==> src/rtl/program_loader.sv <==
// rtl/program_loader.sv - byte-stream program image loader for instruction memory
module program_loader #(
   parameter int          MEMORY_DEPTH = 64,
   parameter int          ADDR_WIDTH   = 6,
   parameter logic [7:0]  SYNC_BYTE    = 8'hA5
) (
   input  logic                  clk,
   input  logic                  reset,
   input  logic [7:0]            byte_data_i,
   input  logic                  byte_valid_i,
   output logic                  byte_ready_o,
   output logic                  mem_write_o,
   output logic [ADDR_WIDTH-1:0] mem_address_o,
   output logic [31:0]           mem_data_o,
   output logic                  cpu_reset_o,
   output logic                  done_o,
   output logic                  error_o
);

   typedef enum logic [2:0] {
      S_IDLE,
      S_CNT_LO,
      S_CNT_HI,
      S_DATA,
      S_CHECK,
      S_DONE,
      S_ERROR
   } state_t;

   state_t                state;
   state_t                state_next;
   logic                  accept;
   logic [7:0]            count_lo;
   logic [15:0]           frame_count;
   logic [15:0]           words_left;
   logic [1:0]            byte_idx;
   logic [23:0]           word_acc;
   logic [7:0]            checksum;
   logic [ADDR_WIDTH-1:0] write_addr;

   assign accept      = byte_valid_i && byte_ready_o;
   assign frame_count = {byte_data_i, count_lo};

   // State register.
   always_ff @(posedge clk) begin
      if (reset) state <= S_IDLE;
      else       state <= state_next;
   end

   // Frame parser: advances only on accepted bytes, so idle gaps simply hold.
   always_comb begin
      state_next = state;
      case (state)
         S_IDLE:   if (accept && byte_data_i == SYNC_BYTE) state_next = S_CNT_LO;
         S_CNT_LO: if (accept) state_next = S_CNT_HI;
         S_CNT_HI: begin
            if (accept) begin
               if (frame_count > 16'(MEMORY_DEPTH)) state_next = S_ERROR;
               else if (frame_count == 16'd0)       state_next = S_CHECK;
               else                                 state_next = S_DATA;
            end
         end
         S_DATA:   if (accept && byte_idx == 2'd3 && words_left == 16'd1) state_next = S_CHECK;
         S_CHECK:  if (accept) state_next = (byte_data_i == checksum) ? S_DONE : S_ERROR;
         S_DONE:   state_next = S_DONE;
         S_ERROR:  state_next = S_ERROR;
         default:  state_next = S_IDLE;
      endcase
   end

   // Datapath and registered outputs; status flags follow the next state so
   // they rise on the same edge that accepts the deciding byte.
   always_ff @(posedge clk) begin
      if (reset) begin
         byte_ready_o  <= 1'b1;
         mem_write_o   <= 1'b0;
         mem_address_o <= '0;
         mem_data_o    <= '0;
         cpu_reset_o   <= 1'b1;
         done_o        <= 1'b0;
         error_o       <= 1'b0;
         count_lo      <= '0;
         words_left    <= '0;
         byte_idx      <= '0;
         word_acc      <= '0;
         checksum      <= '0;
         write_addr    <= '0;
      end else begin
         mem_write_o  <= 1'b0;
         byte_ready_o <= !(state_next == S_DONE || state_next == S_ERROR);
         cpu_reset_o  <= (state_next != S_DONE);
         done_o       <= (state_next == S_DONE);
         error_o      <= (state_next == S_ERROR);
         if (accept) begin
            case (state)
               S_CNT_LO: count_lo <= byte_data_i;
               S_CNT_HI: begin
                  words_left <= frame_count;
                  byte_idx   <= '0;
                  checksum   <= '0;
               end
               S_DATA: begin
                  checksum <= checksum ^ byte_data_i;
                  byte_idx <= byte_idx + 2'd1;
                  word_acc <= {word_acc[15:0], byte_data_i};
                  if (byte_idx == 2'd3) begin
                     mem_write_o   <= 1'b1;
                     mem_data_o    <= {word_acc, byte_data_i};
                     mem_address_o <= write_addr;
                     write_addr    <= write_addr + ADDR_WIDTH'(1);
                     words_left    <= words_left - 16'd1;
                  end
               end
               default: ;
            endcase
         end
      end
   end

endmodule

==> config.mk <==
export PLATFORM = sky130hd
export DESIGN_NAME = program_loader
export DESIGN_NICKNAME = d
export VERILOG_FILES = /design/src/rtl/program_loader.sv
export SDC_FILE = /design/constraint.sdc
export NUM_CORES = 1
export LEC_CHECK = 0
export ABC_CLOCK_PERIOD_IN_PS = 2820
export CAP_MARGIN = 20
export CORE_UTILIZATION = 45
export CTS_CLUSTER_DIAMETER = 40
export CTS_CLUSTER_SIZE = 20
export DETAILED_ROUTE_END_ITERATION = 16
export DONT_BUFFER_PORTS = 1
export PLACE_DENSITY_LB_ADDON = 0.12
export SETUP_SLACK_MARGIN = 0.3
export SLEW_MARGIN = 20
export SYNTH_ARGS = -nofsm -noshare
export SYNTH_HDL_FRONTEND = slang
export SYNTH_SLANG_ARGS = --single-unit
==> constraint.sdc <==
create_clock -name clk -period 2.82 [get_ports clk]
set_clock_uncertainty 0.2 [all_clocks]
set_input_delay 0.705 -clock clk [delete_from_list [all_inputs] [get_ports clk]]
set_output_delay 0.705 -clock clk [all_outputs]
set_load 0.02 [all_outputs]
==> results.toml <==
[clocking]
postCtsSetupBuffers = 0
cts.sinks = 110
clock_latency_ns = 0.38
cts_tree = "built"
root_buffer = "clkbuf_8"
path_clk_slew_ns = 0.11
cts_buffer_depth = 2
htreeDepth = 3
cts_buffers = 9

[floorplanning]
die_w_um = 103
die_h_um = 103
start_util_pct = 46.8
ios = 54
num_rows = 36
core_area_um2 = 9820
fp.dieArea_um2 = 10600

[synth]
ys_ff_latch = 110
synth_seq_area_share_pct = 47.9
yosys.area.top_type = "dfxtp_1"
avgSynthCellArea_um2 = 8.03
syn_nets = 588
synthFlopType = "dfxtp_1"
yosysTopAreaCellShare_pct = 47.9
synth_edf_count = 0
syn_inst = 573
synth_cell_types = 54
yosys_warnings = 0
ys_top_cells_by_area = "dfxtp_1 (48%), nand2_1 (12%), a21oi_1 (9.1%)"
async_flop_share_pct = 0
syn-cell-area_um2 = 4600

[timing]
hold_viol = 0
finalCritPeriodShare_pct = 89.7
rsz0062_at_grt = "yes"
setup_violations = 0
tightest_slew_ns = 0.628
relSlewSlack_pct = 57.8
finalCriticalPeriod_ns = 2.53
fin_tns_setup_ns = 0
whs_ns = 0.182
fmax_mhz = 395
finalWorstSetupSlack_ns = 0.291
drv_slew = 0

[layout]
layout-drive-gt1-share_pct = 7.89
multi_input_area_um2 = 2240
antenna_cells = 0
fin_cells = 691
final_cell_mix = "nand2_1 (145), dfxtp_1 (109), a21oi_1 (84)"
regArea_um2 = 2200
syn_to_final_growth_pct = 6.77
final_area_um2 = 4910
layout_commonest_cell = "nand2_1"
nFillCells = 1008
nNetsFinal = 570

[power]
internal_power_uw = 1890
p_sw_share_pct = 22.8
ir_drop_uv = 253
power_frac_seq_pct = 63.5
switchingPower_uw = 557
clkPwrFrac_pct = 35.6
power_density_nw_per_um2 = 498
p_comb_share_pct = 0.9
p_leak_uw = 0.00164

[global_route]
antenna_found_initial = 0
grt_overflow_total = 0
grt_util_all_layers_pct = 21.4
grt_pass1_vias = 3431
grt_pass1_wl_um = 17400
grt_max_degree = 105

[setup_path]
path_buf_inv = 0
slowest_delay_ns = 0.50
crit_chain = "or4_1, or3_4, or4b_1, and4b_4, or3_1"
cp_top_family = "simple AND/OR/NAND/NOR gates"
cp_slowest_cell = "or4_1"
end_kind = "flop"
criticalPathCategory = "reg2reg"
crit_fanout = 3
critPathLaunchType = "flop"
critPathArrivalTime_ns = 2.59
crit_required_ns = 2.88

[run]
drv_cap = 0

[hold_path]
hold_class = "in2reg"

[routing]
wl_per_cell_um = 15.6
vias = 3866
wl_um = 10800
first_iter_violations = 214
ant_nets = 0
dr.pass1.iters = 4
drc = 0
vias_per_cell = 5.59

[placed_design]
dp_hpwl_um = 7070
preCtsSetupSlack_ns = -0.0924
placedInstanceArea_um2 = 4720
io_buffer_count = 0
place.gp.congestion = 0.834
placed_cells = 677

[run_status]
status = "finished, final reports clean"
[final timing paths]
check | start | to | slack, ns | cells past startpoint
max reg2reg | count_lo[7] | cpu_reset_o | 0.29 | 5
min | reset | mem_data_o[25] | 0.18 | 1
max | count_lo[7] | cpu_reset_o | 0.29 | 5
min reg2reg | word_acc[18] | mem_data_o[26] | 0.25 | 2
[registers in the layout (all words and copies together), names as in the netlist, 2 cells and up]
register       count
checksum           8
word_acc          24
write_addr         6
state              3
mem_address_o      6
count_lo           8
words_left        16
mem_data_o        32
byte_idx           2
[Yosys cell counts (3+ instances only)]
| cell | count |
|---|---|
| nor2_1 | 39 |
| nor4_1 | 9 |
| or4_1 | 6 |
| o211a_1 | 3 |
| xor2_1 | 12 |
| a211oi_1 | 4 |
| or3_1 | 4 |
| inv_1 | 4 |
| nand2_1 | 145 |
| clkbuf_1 | 41 |
| a21o_1 | 4 |
| mux2i_1 | 8 |
| ha_1 | 4 |
| o311a_1 | 5 |
| a21oi_1 | 84 |
| nand3_1 | 4 |
| nand3b_1 | 3 |
| nor3_1 | 16 |
| dfxtp_1 | 110 |
| nand4_1 | 5 |
| and3_1 | 3 |
| o21ai_0 | 16 |
| a22oi_1 | 6 |
[area by class of cell]
| class | count | area share (%) |
|---|---|---|
| inverter | 4 | 0.306 |
| clock inverter | 5 | 0.917 |
| clock buffer | 9 | 2.52 |
| sequential | 110 | 44.9 |
| multi-input combinational | 414 | 45.6 |
| timing repair buffer | 16 | 2.45 |
| tap | 133 | 3.39 |
[power by group through the flow]
stage                     combinational [uW]  sequential [uW]  clock (uW)
final                                   21.4             1550         870
after global routing                    23.4             1550         955
after CTS                               21.2             1550         898
after detailed placement                20.9             1590           0
after global placement                  21.2             1590           0
after floorplan                         52.2             1590           0
[cell families after synthesis]
family / after synthesis / share of synthesized area (%)
simple gates: 247 / 24.0
compound gates: 142 / 18.6
mux: 8 / 1.74
flops: 110 / 47.9
fa+ha+maj: 4 / 1.09
xor+xnor: 13 / 2.48
buf+inv: 49 / 4.22
[per-stage QoR]
step                      utilization [%]  total power, uW
after floorplan                         -             1640
after detailed placement             48.0             1610
final                                50.0             2440
after global placement               48.0             1610
after CTS                            49.8             2470
after global routing                 50.0             2530
[per-layer routing]
layer | track usage, % | share of wire [%]
met1 | 29.3 | 49
met2 | 31.4 | 43
met3 | 6.24 | 6.6
met4 | 8.34 | 1.4
met5 | 0 | 0
[repair_timing]
action                     4_1_cts  5_1_grt
setup endpoints to repair        1        6
gates resized for setup          1        4
hold buffers                     0        0
gates cloned                     0        0
Note: power is estimated with default switching activity, not from simulation.
